<file path="config.mk">
export PLATFORM = sky130hd
export DESIGN_NAME = sync_fifo
export DESIGN_NICKNAME = d
export VERILOG_FILES = /design/src/rtl/fifo_pkg.sv /design/src/rtl/fifo_regfile.sv /design/src/rtl/sync_fifo.sv
export SDC_FILE = /design/constraint.sdc
export NUM_CORES = 1
export LEC_CHECK = 0
export ABC_AREA = 1
export BUFFER_PORTS_ARGS = -buffer_cell sky130_fd_sc_hd__buf_2
export CAP_MARGIN = 5
export CORE_MARGIN = 1.5
export CORE_UTILIZATION = 35
export CTS_CLUSTER_SIZE = 28
export DETAILED_ROUTE_END_ITERATION = 8
export PLACE_DENSITY_LB_ADDON = 0.05
export SYNTH_ARGS = -nofsm -noshare
export SYNTH_HDL_FRONTEND = slang
export SYNTH_SLANG_ARGS = --single-unit
</file>
<file path="constraint.sdc">
create_clock -name clk -period 1.95 [get_ports clk]
set_input_delay 0.195 -clock clk [delete_from_list [all_inputs] [get_ports clk]]
set_output_delay 0.195 -clock clk [all_outputs]
set_load 0.03 [all_outputs]
</file>
<file path="src/rtl/fifo_pkg.sv">
// Shared types, defaults and elaboration helpers for the single-clock FIFO.
package fifo_pkg;

    typedef enum logic {
        FIFO_STD  = 1'b0,
        FIFO_FWFT = 1'b1
    } fifo_mode_e;

    localparam int DEF_WIDTH = 8;
    localparam int DEF_SIZE  = 16;

    function automatic bit is_pow2(input int n);
        return (n > 0) && ((n & (n - 1)) == 0);
    endfunction

endpackage

</file>
<file path="src/rtl/fifo_regfile.sv">
// FIFO storage: one synchronous write port, one asynchronous read port, no reset.
module fifo_regfile
    import fifo_pkg::*;
#(
    parameter int WIDTH   = DEF_WIDTH,
    parameter int SIZE    = DEF_SIZE,
    parameter int PTR_LEN = $clog2(SIZE)
) (
    input  logic               i_clk,
    input  logic               i_we,
    input  logic [PTR_LEN-1:0] i_waddr,
    input  logic [WIDTH-1:0]   i_wdata,
    input  logic [PTR_LEN-1:0] i_raddr,
    output logic [WIDTH-1:0]   o_rdata
);

    logic [WIDTH-1:0] r_mem [SIZE];

    always_ff @(posedge i_clk) begin
        if (i_we) begin
            r_mem[i_waddr] <= i_wdata;
        end
    end

    assign o_rdata = r_mem[i_raddr];

endmodule

</file>
<file path="src/rtl/sync_fifo.sv">
// Single-clock FIFO with occupancy count, threshold flags, flush, sticky errors
// and a choice of registered-read or first-word-fall-through output.
module sync_fifo
    import fifo_pkg::*;
#(
    parameter int WIDTH      = DEF_WIDTH,
    parameter int SIZE       = DEF_SIZE,
    parameter int PTR_LEN    = $clog2(SIZE),
    parameter int FWFT       = 1,
    parameter int AFULL_THR  = SIZE - 2,
    parameter int AEMPTY_THR = 1
) (
    input  logic             clk,
    input  logic             srst,
    input  logic             flush,
    input  logic             err_clr,
    input  logic             w_en,
    input  logic [WIDTH-1:0] data_in,
    input  logic             r_en,
    output logic [WIDTH-1:0] data_out,
    output logic             data_valid,
    output logic             full,
    output logic             empty,
    output logic             almost_full,
    output logic             almost_empty,
    output logic [PTR_LEN:0] count,
    output logic             overflow,
    output logic             underflow
);

    localparam fifo_mode_e MODE = (FWFT != 0) ? FIFO_FWFT : FIFO_STD;
    localparam int CW = PTR_LEN + 1;
    localparam logic [CW-1:0] C_SIZE = CW'(SIZE);
    localparam logic [CW-1:0] C_AF   = CW'(AFULL_THR);
    localparam logic [CW-1:0] C_AE   = CW'(AEMPTY_THR);

    if (!is_pow2(SIZE) || SIZE < 2) begin : g_bad_size
        $error("sync_fifo: SIZE=%0d must be a power of 2 and >= 2", SIZE);
    end
    if (AFULL_THR < 1 || AFULL_THR > SIZE) begin : g_bad_afull
        $error("sync_fifo: AFULL_THR=%0d out of range 1..SIZE", AFULL_THR);
    end
    if (AEMPTY_THR < 0 || AEMPTY_THR > SIZE - 1) begin : g_bad_aempty
        $error("sync_fifo: AEMPTY_THR=%0d out of range 0..SIZE-1", AEMPTY_THR);
    end

    logic [CW-1:0]    r_wr_ptr, r_rd_ptr, r_count, w_count_next;
    logic             r_full, r_empty, r_afull, r_aempty, r_ovf, r_unf;
    logic             w_wr_acc, w_rd_acc, w_ovf_set, w_unf_set;
    logic [WIDTH-1:0] w_rd_data;

    // flush swallows both requests, so it can neither move data nor raise errors
    assign w_wr_acc  = w_en & ~r_full  & ~flush;
    assign w_rd_acc  = r_en & ~r_empty & ~flush;
    assign w_ovf_set = w_en &  r_full  & ~flush;
    assign w_unf_set = r_en &  r_empty & ~flush;

    always_comb begin
        w_count_next = r_count;
        if (flush) begin
            w_count_next = '0;
        end else begin
            w_count_next = r_count + CW'(w_wr_acc) - CW'(w_rd_acc);
        end
    end

    always_ff @(posedge clk) begin
        if (srst) begin
            r_wr_ptr <= '0;
            r_rd_ptr <= '0;
            r_count  <= '0;
            r_full   <= 1'b0;
            r_empty  <= 1'b1;
            r_afull  <= 1'b0;
            r_aempty <= 1'b1;
        end else begin
            if (flush) begin
                r_wr_ptr <= '0;
                r_rd_ptr <= '0;
            end else begin
                if (w_wr_acc) r_wr_ptr <= r_wr_ptr + 1'b1;
                if (w_rd_acc) r_rd_ptr <= r_rd_ptr + 1'b1;
            end
            r_count  <= w_count_next;
            r_full   <= (w_count_next == C_SIZE);
            r_empty  <= (w_count_next == '0);
            r_afull  <= (w_count_next >= C_AF);
            r_aempty <= (w_count_next <= C_AE);
        end
    end

    // A new error in the same cycle as err_clr wins over the clear.
    always_ff @(posedge clk) begin
        if (srst) begin
            r_ovf <= 1'b0;
            r_unf <= 1'b0;
        end else begin
            if (w_ovf_set)    r_ovf <= 1'b1;
            else if (err_clr) r_ovf <= 1'b0;
            if (w_unf_set)    r_unf <= 1'b1;
            else if (err_clr) r_unf <= 1'b0;
        end
    end

    fifo_regfile #(
        .WIDTH   (WIDTH),
        .SIZE    (SIZE),
        .PTR_LEN (PTR_LEN)
    ) u_regfile (
        .i_clk   (clk),
        .i_we    (w_wr_acc),
        .i_waddr (r_wr_ptr[PTR_LEN-1:0]),
        .i_wdata (data_in),
        .i_raddr (r_rd_ptr[PTR_LEN-1:0]),
        .o_rdata (w_rd_data)
    );

    // Output handshake: in FWFT mode data_valid means "head word on data_out",
    // and r_en high in a cycle where data_valid is high pops it at the edge.
    // In standard mode r_en requests a word; data_valid pulses for one cycle
    // with that word on data_out the cycle after the accepted request.
    if (MODE == FIFO_FWFT) begin : g_fwft
        // Empty storage is stale, so present zero rather than an old word.
        assign data_out   = r_empty ? '0 : w_rd_data;
        assign data_valid = ~r_empty;
    end else begin : g_std
        logic [WIDTH-1:0] r_dout;
        logic             r_dvalid;

        always_ff @(posedge clk) begin
            if (srst) begin
                r_dout   <= '0;
                r_dvalid <= 1'b0;
            end else begin
                r_dvalid <= w_rd_acc;
                if (w_rd_acc) r_dout <= w_rd_data;
            end
        end

        assign data_out   = r_dout;
        assign data_valid = r_dvalid;
    end

    assign full         = r_full;
    assign empty        = r_empty;
    assign almost_full  = r_afull;
    assign almost_empty = r_aempty;
    assign count        = r_count;
    assign overflow     = r_ovf;
    assign underflow    = r_unf;

endmodule
</file>
==> results of run 1 <==
[critical path, cell delays in order, from the launching register on]
cell and delay, ns:
dfxtp_4 0.43, buf_8 0.16, buf_12 0.13, nand2_2 0.04, nand2_1 0.07, nand2_1 0.07
nand3_2 0.09, nand3_2 0.09, a21oi_4 0.21, buf_6 0.16
[final timing paths]
kind	start	end	cells after the start	slack [ns]
max	flip-flop	data_out[0]	9	-0.12
min	err_clr	underflow$_SDFFE_PP0P_	4	0.04
max reg2reg	full$_SDFF_PP0_	full$_SDFF_PP0_	13	0.08
min reg2reg	r_rd_ptr[3]$_SDFFE_PP0P_	r_rd_ptr[3]$_SDFFE_PP0P_	1	0.47
[registers in the layout, indices dropped and copies added (netlist names), named ones only]
name             count
almost_empty         1
almost_full          1
count                5
empty                1
full                 1
overflow             1
r_rd_ptr             4
r_wr_ptr             4
u_regfile.r_mem    128
underflow            1
[power by group through the flow]
| stage | Combinational [mW] | Clock [mW] | Sequential, mW |
|---|---|---|---|
| CTS | 0.677 | 3.45 | 3.56 |
| global placement | 0.579 | 0 | 3.63 |
| global route | 0.797 | 3.58 | 3.56 |
| finish | 0.737 | 3.39 | 3.56 |
| floorplan | 0.320 | 0 | 3.67 |
| detailed placement | 0.584 | 0 | 3.63 |
[layout make-up]
| class | count | area share |
|---|---|---|
| Sequential cell | 151 | 0.502 |
| Multi-Input combinational cell | 394 | 0.248 |
| Timing Repair Buffer | 91 | 0.102 |
| Clock buffer | 17 | 0.0495 |
| Inverter | 94 | 0.0433 |
| Tap cell | 229 | 0.0334 |
| Clock inverter | 15 | 0.0216 |
[cells by family (layout without fill, tap and decap cells)]
| group | count (synthesis) | count (layout) | synth area share |
|---|---|---|---|
| adder cells (fa/ha/maj) | 10 | 10 | 0.0202 |
| flip-flops | 151 | 151 | 0.656 |
| AND/OR/NAND/NOR | 361 | 361 | 0.227 |
| AO/OA/AOI/OAI | 23 | 23 | 0.0177 |
| buffers and inverters | 121 | 217 | 0.0795 |
[cell usage in the layout, fill, tap and decap left out, types with 2 or more instances in the layout]
| cell | count |
|---|---|
| edfxtp_1 | 128 |
| nand2_4 | 2 |
| inv_1 | 85 |
| buf_4 | 38 |
| ha_1 | 8 |
| dfxtp_1 | 18 |
| nand2_1 | 204 |
| nor2_1 | 32 |
| nor3_1 | 2 |
| inv_2 | 6 |
| nor2_2 | 3 |
| o21ai_1 | 2 |
| nand3_2 | 38 |
| dfxtp_4 | 2 |
| bufinv_16 | 4 |
| buf_12 | 10 |
| clkinvlp_4 | 6 |
| o21ai_0 | 3 |
| nand4_1 | 3 |
| clkinv_2 | 4 |
| nand2_2 | 20 |
| nand3_4 | 4 |
| nand3_1 | 51 |
| a21oi_4 | 4 |
| buf_2 | 25 |
| buf_6 | 12 |
| clkbuf_16 | 20 |
| nor2_4 | 2 |
| a21oi_2 | 4 |
| dfxtp_2 | 3 |
| a21oi_1 | 8 |
| clkinv_1 | 2 |
| buf_8 | 2 |
[layer usage]
metal / share of wire / global-route usage
met5: 0.00040 / 0
met1: 0.47 / 0.247
met2: 0.48 / 0.286
met3: 0.043 / 0.0366
met4: 0.012 / 0.0515
[per-stage QoR]
step / hold WS (ns) / instances / power, mW
finish: 0.0395 / 991 / 7.69
CTS: 0.0332 / 983 / 7.69
floorplan: 0.294 / 666 / 3.99
global placement: 0.444 / 944 / 4.21
global route: 0.0524 / 991 / 7.95
detailed placement: 0.449 / 944 / 4.21
[what timing repair did]
item	CTS	global route
setup endpoints to repair	9	13
hold endpoints to repair	0	0
resized for setup	59	61
setup buffers	4	8
pin swaps	16	42
gates cloned	3	3
==> flow_metrics.py, run 1 <==
metrics = {
    "outcome": {
        "status": "finished with violations",
        "violations": "design-rule violations, negative setup slack",
    },
    "logic_synthesis": {
        "async_flop_share": 0,
        "synth_most_common_cell": "nand2_1",
        "synth.area.top_cells": "edfxtp_1 (59%), nand2_1 (13%), nand3_1 (7.1%)",
        "yosys_warnings": 0,
        "synth_top_area_cell": "edfxtp_1",
        "synth_seq_cells": 151,
        "synth_area_um2": 6560,
        "ys_seq_area_frac": 0.656,
        "synthFlopType": "edfxtp_1",
        "synth_edf_count": 128,
        "synth_area_per_cell_um2": 9.85,
        "yosysTopAreaCellShare": 0.586,
        "synth_nets": 690,
        "synth_top_cells_by_count": "nand2_1 (226), edfxtp_1 (128), nand3_1 (93)",
        "synthCells": 666,
        "synth_cell_type_count": 21,
    },
    "worst_setup_path": {
        "crit_path_max_fanout": 9,
        "start_kind": "flip-flop",
        "cp.arrival_ns": 1.88,
        "cp-end-kind": "output pin",
        "criticalPathCategory": "flip-flop to output pin",
        "required_ns": 1.75,
    },
    "layout": {
        "fillCellCount": 1700,
        "fin_util": 0.473,
        "drive_gt1_frac": 0.282,
        "ff_latch_area_um2": 4320,
        "final_cell_area_um2": 8590,
        "area_growth_pct": 30.9,
        "antenna_cells": 0,
        "final_nets": 773,
        "multi_input_area_um2": 2130,
    },
    "placed_design": {
        "pre_cts_ws_ns": -0.0147,
        "portBuffers": 33,
        "dp_hpwl_um": 10500,
        "placed_cell_area_um2": 7270,
        "gp_congestion": 0.776,
    },
    "floorplanning": {
        "die_h_um": 140,
        "die_x_um": 140,
        "rows": 49,
        "start_util": 0.362,
        "die_area_um2": 19600,
        "core_um2": 18100,
        "io_pins": 34,
    },
    "clock_tree": {
        "cts_tree": "built",
        "clock_sinks": 151,
        "hold_buffers": 0,
        "path_clk_slew_ns": 0.06,
        "clkLatencyLatePin_ns": 0.42,
        "numCtsBuffers": 17,
        "cts_root_buf": "clkbuf_16",
        "htree_levels": 4,
        "clockBufferDepth": 2,
    },
    "sta": {
        "fin_crit_sh": 1.06,
        "report.final.slew_viol_count": 0,
        "clock_skew_ns": 0.00486,
        "slew_headroom": 0.703,
        "worst_slack_ns": -0.124,
        "tns_ns": -0.769,
        "period_minus_slack_ns": 2.07,
        "fmax_mhz": 482,
        "worst_slew_pin_slew_ns": 0.445,
        "setup_violations": 8,
        "finalHoldViolCount": 0,
        "rsz0062_at_grt": "yes",
    },
    "power_and_ir_drop": {
        "clkPwrFrac": 0.441,
        "switching_share": 0.230,
        "peakVddDrop_uv": 640,
        "power.density_nw_per_um2": 895,
        "power_frac_seq": 0.463,
        "internal_power_mw": 5.92,
        "combPwrFrac": 0.096,
        "p_switching_mw": 1.77,
        "power.static_leakage_nw": 3.57,
    },
    "global_routing": {
        "grt_pass1_wl_um": 25900,
        "grt_remaining_overflow": 0,
        "grt_pass1_vias": 4475,
        "grtUsageTotal": 0.179,
        "grt_max_degree": 24,
        "grt_antenna_before_repair": 1,
    },
    "job": {
        "maxCapViolations": 0,
    },
    "detailed_routing": {
        "drtIter0Drc": 267,
        "vias": 4689,
        "drc": 3,
        "wl_per_cell_um": 17.6,
        "routed_via_density": 4.73,
        "ant_nets": 0,
        "first_pass_iters": 7,
        "drt_wl_total_um": 17400,
    },
    "worst_hold_path": {
        "hp-class": "primary input to flip-flop",
    },
}
No activity file was read; power rests on OpenSTA's default activity.
==> run 2, diff against run 1 <==
--- a/config.mk
+++ b/config.mk
@@ -5,7 +5,6 @@
 export SDC_FILE = /design/constraint.sdc
 export NUM_CORES = 1
 export LEC_CHECK = 0
-export ABC_AREA = 1
 export BUFFER_PORTS_ARGS = -buffer_cell sky130_fd_sc_hd__buf_2
 export CAP_MARGIN = 5
 export CORE_MARGIN = 1.5
==> flow_metrics.py, run 2 <==
metrics = {
    "layout": {
        "final_nets": 508,
        "fillCellCount": 1513,
        "final_cells": 722,
        "layout_common_cells": "edfxtp_1 (128), mux2i_1 (47), buf_4 (46), nor2_1 (34), buf_2 (25)",
        "largest_reg_flops": 128,
        "largest-register": "u_regfile.r_mem",
        "final_common_cell": "edfxtp_1",
        "area_growth_pct": 30.6,
        "antenna_cells": 0,
        "drive_gt1_frac": 0.340,
    },
    "sta": {
        "period_minus_slack_ns": 2.29,
        "finalHoldViolCount": 0,
        "clock_skew_ns": 0.00716,
        "worst_slack_ns": -0.338,
        "worst_slew_pin_slew_ns": 0.425,
        "fin_crit_sh": 1.17,
        "slew_headroom": 0.717,
        "setup_violations": 14,
        "fmax_mhz": 437,
        "report.final.slew_viol_count": 0,
        "rsz0062_at_grt": "yes",
    },
    "outcome": {
        "status": "finished with violations",
        "violations": "negative setup slack",
    },
    "clock_tree": {
        "clock_sinks": 151,
        "clockBufferDepth": 2,
        "cts_tree": "built",
        "numCtsBuffers": 17,
        "cts_root_buf": "clkbuf_16",
        "path_clk_slew_ns": 0.06,
        "htree_levels": 4,
        "clkLatencyLatePin_ns": 0.42,
    },
    "logic_synthesis": {
        "synth_top_area_cell": "edfxtp_1",
        "synthCells": 392,
        "synth_top_cells_by_count": "edfxtp_1 (128), mux2i_1 (49), nor2_1 (34)",
        "synth_area_per_cell_um2": 15.7,
        "yosysTopAreaCellShare": 0.625,
        "synth_cell_type_count": 44,
        "synth_most_common_cell": "edfxtp_1",
        "synth_edf_count": 128,
        "ys_seq_area_frac": 0.700,
        "synthFlopType": "edfxtp_1",
        "yosys_warnings": 0,
        "synth_seq_cells": 151,
        "async_flop_share": 0,
        "synth_nets": 416,
        "synth_area_um2": 6150,
        "synth.area.top_cells": "edfxtp_1 (62%), mux2i_1 (8.0%), dfxtp_1 (7.5%)",
    },
    "floorplanning": {
        "die_area_um2": 18400,
        "core_um2": 17200,
        "start_util": 0.357,
        "die_x_um": 136,
        "io_pins": 34,
        "rows": 48,
        "die_h_um": 136,
    },
    "power_and_ir_drop": {
        "power_mw": 8.08,
        "power.static_leakage_nw": 2.74,
        "power.density_nw_per_um2": 1010,
        "peakVddDrop_uv": 646,
    },
    "global_routing": {
        "grtUsageTotal": 0.166,
        "grt_remaining_overflow": 0,
        "grt_antenna_before_repair": 0,
        "grt_pass1_vias": 3673,
        "grt_max_degree": 17,
        "grt_pass1_wl_um": 21800,
    },
    "detailed_routing": {
        "met2_length_um": 6920,
        "met3_length_um": 383,
        "drc": 0,
        "drt_wl_total_um": 14200,
        "wl_per_cell_um": 19.7,
        "dr.max_layer_used": "met4",
        "routed_via_density": 4.89,
        "first_pass_iters": 4,
        "vias": 3529,
        "drtIter0Drc": 191,
        "ant_nets": 0,
        "wl_met1_um": 6750,
    },
    "worst_setup_path": {
        "rrSetupSlack_ns": -0.34,
        "cpMostUsedCell": "nor2_1",
        "path_cells": "nor2b_4 > xnor2_1 > nor2_1 > ha_2 > inv_2 > fa_1 > or3b_4 > a2111oi_4 > nor2_1 > a21oi_1",
        "crit_path_max_incr_delay_ns": 0.52,
        "criticalPathCategory": "flip-flop to flip-flop",
        "slowest_stage": "fa_1",
        "cp-end-kind": "flip-flop",
        "crit_path_max_fanout": 2,
        "start_kind": "flip-flop",
        "cp.arrival_ns": 2.63,
        "required_ns": 2.30,
    },
    "placed_design": {
        "dp_cells": 682,
        "gp_congestion": 0.768,
        "dp_hpwl_um": 9300,
        "pre_cts_ws_ns": -0.381,
        "portBuffers": 33,
    },
    "job": {
        "maxCapViolations": 0,
    },
    "worst_hold_path": {
        "hp-class": "primary input to flip-flop",
    },
}
[run 2: metal layers]
layer / track usage / vias to the layer above
met2: 0.269 / 53
met3: 0.0348 / 10
met5: 0 / -
li1: - / 1672
met1: 0.223 / 1794
met4: 0.0556 / 0
[run 2: worst paths after layout]
path | end | depth (start not counted) | start
worst min register to register | underflow$_SDFFE_PP0P_ | 2 | underflow$_SDFFE_PP0P_
worst max-delay path | empty$_SDFF_PP1_ | 10 | empty$_SDFF_PP1_
worst max register to register | empty$_SDFF_PP1_ | 10 | empty$_SDFF_PP1_
worst min-delay path | underflow$_SDFFE_PP0P_ | 3 | err_clr
[run 2: cells by family after synthesis]
logic type               after synthesis  synth area share
flip-flops                           151             0.700
multiplexers                          58             0.113
buffers and inverters                 25            0.0238
AO/OA/AOI/OAI                         45            0.0525
XOR/XNOR                              10            0.0142
adder cells (fa/ha/maj)               10            0.0216
AND/OR/NAND/NOR                       93            0.0755
[run 2: stage by stage]
step | hold slack (ns) | instance area, um2 | util | setup TNS (ns)
4_1_cts | 0.0371 | 7940 | 0.461 | -2.65
3_3_place_gp | 0.401 | 6970 | 0.404 | -1.46
6_report | 0.0475 | 8030 | 0.466 | -2.42
3_5_place_dp | 0.405 | 6970 | 0.404 | -1.51
2_1_floorplan | 0.264 | 6210 | - | -1.18
5_1_grt | 0.0484 | 8030 | 0.466 | -3.92
[run 2: final cells by class]
cell class,instances,area [um2],area share
clock buffer,19,433,0.0539
clock inverter,13,251,0.0313
inverter,8,30.0,0.00374
multi-input combinational,216,1940,0.241
sequential,151,4320,0.538
tap,225,282,0.0350
timing repair buffer,90,783,0.0975
[run 2: critical path, delay by kind of cell (launching register included)]
kind | cells | cell delay [ns]
simple gates | 4 | 0.71
fa+ha+maj | 2 | 0.71
flops | 1 | 0.35
compound gates | 2 | 0.34
xor+xnor | 1 | 0.07
buf+inv | 1 | 0.04
[run 2: power by group]
group / total, mW / internal (mW) / leakage (nW) / switching (mW)
clock: 3.81 / 2.53 / 0.325 / 1.28
combinational: 0.710 / 0.309 / 1.08 / 0.400
sequential: 3.56 / 3.54 / 1.34 / 0.0233
[run 2: repair_timing]
item,in CTS,in global routing
setup endpoints to repair,15,15
cloned,1,1
pin swaps,6,6
hold endpoints to repair,2,0
gates resized for setup,44,12
hold buffers,1,0
setup buffers,4,1
==> run 3, diff against run 2 <==
--- a/config.mk
+++ b/config.mk
@@ -14,4 +14,5 @@
 export PLACE_DENSITY_LB_ADDON = 0.05
 export SYNTH_ARGS = -nofsm -noshare
 export SYNTH_HDL_FRONTEND = slang
+export SYNTH_HIERARCHICAL = 1
 export SYNTH_SLANG_ARGS = --single-unit
==> flow_metrics.py, run 3 <==
metrics = {
    "outcome": {
        "status": "finished with violations",
        "violations": "negative setup slack",
    },
    "sta": {
        "setup_violations": 13,
        "worst_slew_pin_slew_ns": 0.586,
        "tns_ns": -4.42,
        "rsz0062_at_grt": "yes",
        "clock_skew_ns": 0.0109,
        "fin_crit_sh": 1.22,
        "finalHoldViolCount": 0,
        "period_minus_slack_ns": 2.38,
        "hold_ws_ns": 0.0510,
        "worst_slack_ns": -0.433,
        "slew_headroom": 0.608,
        "report.final.slew_viol_count": 0,
        "fmax_mhz": 420,
    },
    "global_routing": {
        "grt_pass1_vias": 3421,
        "grt_max_degree": 26,
        "grtUsageTotal": 0.165,
        "grt_antenna_before_repair": 1,
        "grt_pass1_wl_um": 20900,
        "grt_remaining_overflow": 0,
    },
    "placed_design": {
        "pre_cts_ws_ns": -0.359,
        "placed_cell_area_um2": 6780,
        "gp_congestion": 0.716,
        "dp_cells": 602,
        "portBuffers": 33,
        "dp_hpwl_um": 8650,
    },
    "logic_synthesis": {
        "synth_top_cells_by_count": "edfxtp_1 (128), nor2_1 (27), dfxtp_1 (19)",
        "async_flop_share": 0,
        "synth_most_common_cell": "edfxtp_1",
        "muxShareOfSynthArea": 0.134,
        "yosysTopAreaCellShare": 0.648,
        "synth_xor_area_frac": 0.0162,
        "ys_seq_area_frac": 0.712,
        "synth_top_family_by_area": "multiplexers",
        "synthFlopType": "edfxtp_1",
        "synth_fa_ha_area_frac": 0.0181,
        "yosys_warnings": 6,
        "synth_seq_cells": 147,
        "synth_edf_count": 128,
        "synth.area.top_cells": "edfxtp_1 (65%), mux4_2 (6.8%), dfxtp_1 (6.4%)",
        "synthCells": 321,
        "synthSimpleGateAreaFrac": 0.0694,
        "synth_top_area_cell": "edfxtp_1",
        "synth_cell_type_count": 40,
        "synth_area_per_cell_um2": 18.5,
        "synth_area_um2": 5930,
        "synth_nets": 343,
        "synth_compound_area_frac": 0.0299,
    },
    "worst_setup_path": {
        "crit_path_max_fanout": 7,
        "reg2reg_to": "almost_full$_SDFF_PP0_",
        "path_cells": "buf_12 > buf_12 > mux4_2 > a22oi_2 > nand2_2 > nor2b_4 > buf_6",
        "criticalPathCategory": "flip-flop to output pin",
        "rrSetupSlack_ns": -0.33,
        "start_kind": "flip-flop",
        "cpMostUsedCell": "buf_12",
        "cp.arrival_ns": 2.19,
        "timing.rr.start": "full$_SDFF_PP0_",
        "cp-end-kind": "output pin",
        "crit_path_max_incr_delay_ns": 0.52,
        "worstRegToRegCells": 9,
        "slowest_stage": "mux4_2",
        "required_ns": 1.75,
    },
    "power_and_ir_drop": {
        "power_frac_seq": 0.496,
        "combPwrFrac": 0.069,
        "clkPwrFrac": 0.436,
        "peakVddDrop_uv": 640,
        "switching_share": 0.213,
        "internal_power_mw": 5.51,
        "power_mw": 6.99,
        "power.density_nw_per_um2": 927,
        "p_switching_mw": 1.49,
        "power.static_leakage_nw": 2.55,
    },
    "floorplanning": {
        "die_x_um": 133,
        "core_um2": 16600,
        "rows": 47,
        "die_h_um": 133,
        "start_util": 0.358,
        "die_area_um2": 17700,
        "io_pins": 34,
    },
    "detailed_routing": {
        "first_pass_iters": 6,
        "vias": 3119,
        "drc": 0,
        "drt_wl_total_um": 13400,
        "routed_via_density": 4.86,
        "ant_nets": 0,
        "drtIter0Drc": 201,
        "wl_per_cell_um": 20.8,
    },
    "clock_tree": {
        "numCtsBuffers": 17,
        "clkLatencyLatePin_ns": 0.42,
        "clock_sinks": 147,
        "htree_levels": 4,
        "clockBufferDepth": 2,
        "cts_root_buf": "clkbuf_16",
        "path_clk_slew_ns": 0.05,
        "cts_tree": "built",
    },
    "layout": {
        "final_cells": 642,
        "fin_util": 0.455,
        "layout_common_cells": "edfxtp_1 (128), buf_4 (39), mux4_2 (31), buf_2 (25), nor2_1 (24)",
        "final_cell_area_um2": 7540,
        "drive_gt1_frac": 0.445,
        "final_common_cell": "edfxtp_1",
        "largest_reg_flops": 128,
        "final_nets": 431,
        "largest-register": "u_regfile/r_mem",
        "antenna_cells": 0,
        "area_growth_pct": 27.1,
    },
    "worst_hold_path": {
        "holdPathStages": 3,
        "hold_end": "overflow$_SDFFE_PP0P_",
        "hp-class": "primary input to flip-flop",
        "hp-start": "err_clr",
    },
    "job": {
        "maxCapViolations": 0,
    },
}
## run 3: how the worst max path moves through the flow
stage          slack, ns                startpoint                     end  cells after the start
5_1_grt            -0.50  r_rd_ptr[0]$_SDFFE_PP0P_             data_out[0]                      6
3_5_place_dp       -0.36                     flush  almost_full$_SDFF_PP0_                     10
2_1_floorplan      -0.48           full$_SDFF_PP0_  almost_full$_SDFF_PP0_                      9
4_1_cts            -0.49  r_rd_ptr[0]$_SDFFE_PP0P_             data_out[7]                      7
6_report           -0.43  r_rd_ptr[0]$_SDFFE_PP0P_             data_out[7]                      7
3_3_place_gp       -0.33                     flush  almost_full$_SDFF_PP0_                     10
## run 3: what timing repair did
item | 4_1_cts | 5_1_grt
resized for setup | 51 | 14
pin swaps | 17 | 10
endpoints found under the hold margin | 2 | 0
gates cloned | 1 | 0
setup buffers | 7 | 2
hold buffers | 1 | 0
endpoints found under the setup margin | 21 | 14
## run 3: kinds of logic (layout without fill, tap and decap cells)
| group | count (synthesis) | in the layout |
|---|---|---|
| buffers and inverters | 20 | 121 |
| DFF | 147 | 147 |
| xor gates and xnor gates | 11 | 11 |
| and+or+nand+nor | 77 | 77 |
| AOI/OAI and AO/OA | 24 | 24 |
| adders and majority gates | 8 | 8 |
| muxes | 34 | 34 |
## run 3: critical path: cells and delay by family, from the launching register on
kind                   cells  cell delay, ns
buffers and inverters      3            0.42
AO/OA/AOI/OAI              1            0.19
multiplexers               1            0.52
AND/OR/NAND/NOR            2            0.24
flip-flops                 1            0.40
## run 3: final cells by class
cell class	count	area, um2
flip-flops and latches	147	4230
clock buffers	20	437
fillers	1505	9040
clock inverters	12	116
inverters	8	30.0
well taps	220	275
repair buffers	81	682
multi-input cells	154	1770
## run 3: routing by layer
metal | part of all wire | global-route usage | vias to the layer above
met5 | 0.00097 | 0 | -
met4 | 0.014 | 0.0543 | 2
met3 | 0.028 | 0.0358 | 16
met2 | 0.48 | 0.267 | 45
met1 | 0.47 | 0.223 | 1618
li1 | - | - | 1438
## run 3: power groups by stage
| stage | registers (mW) | clock network [mW] | logic, mW |
|---|---|---|---|
| floorplan | 3.56 | 0 | 0.226 |
| global placement | 3.53 | 0 | 0.433 |
| detailed placement | 3.53 | 0 | 0.433 |
| CTS | 3.47 | 3.12 | 0.470 |
| global route | 3.47 | 3.24 | 0.519 |
| finish | 3.47 | 3.05 | 0.481 |
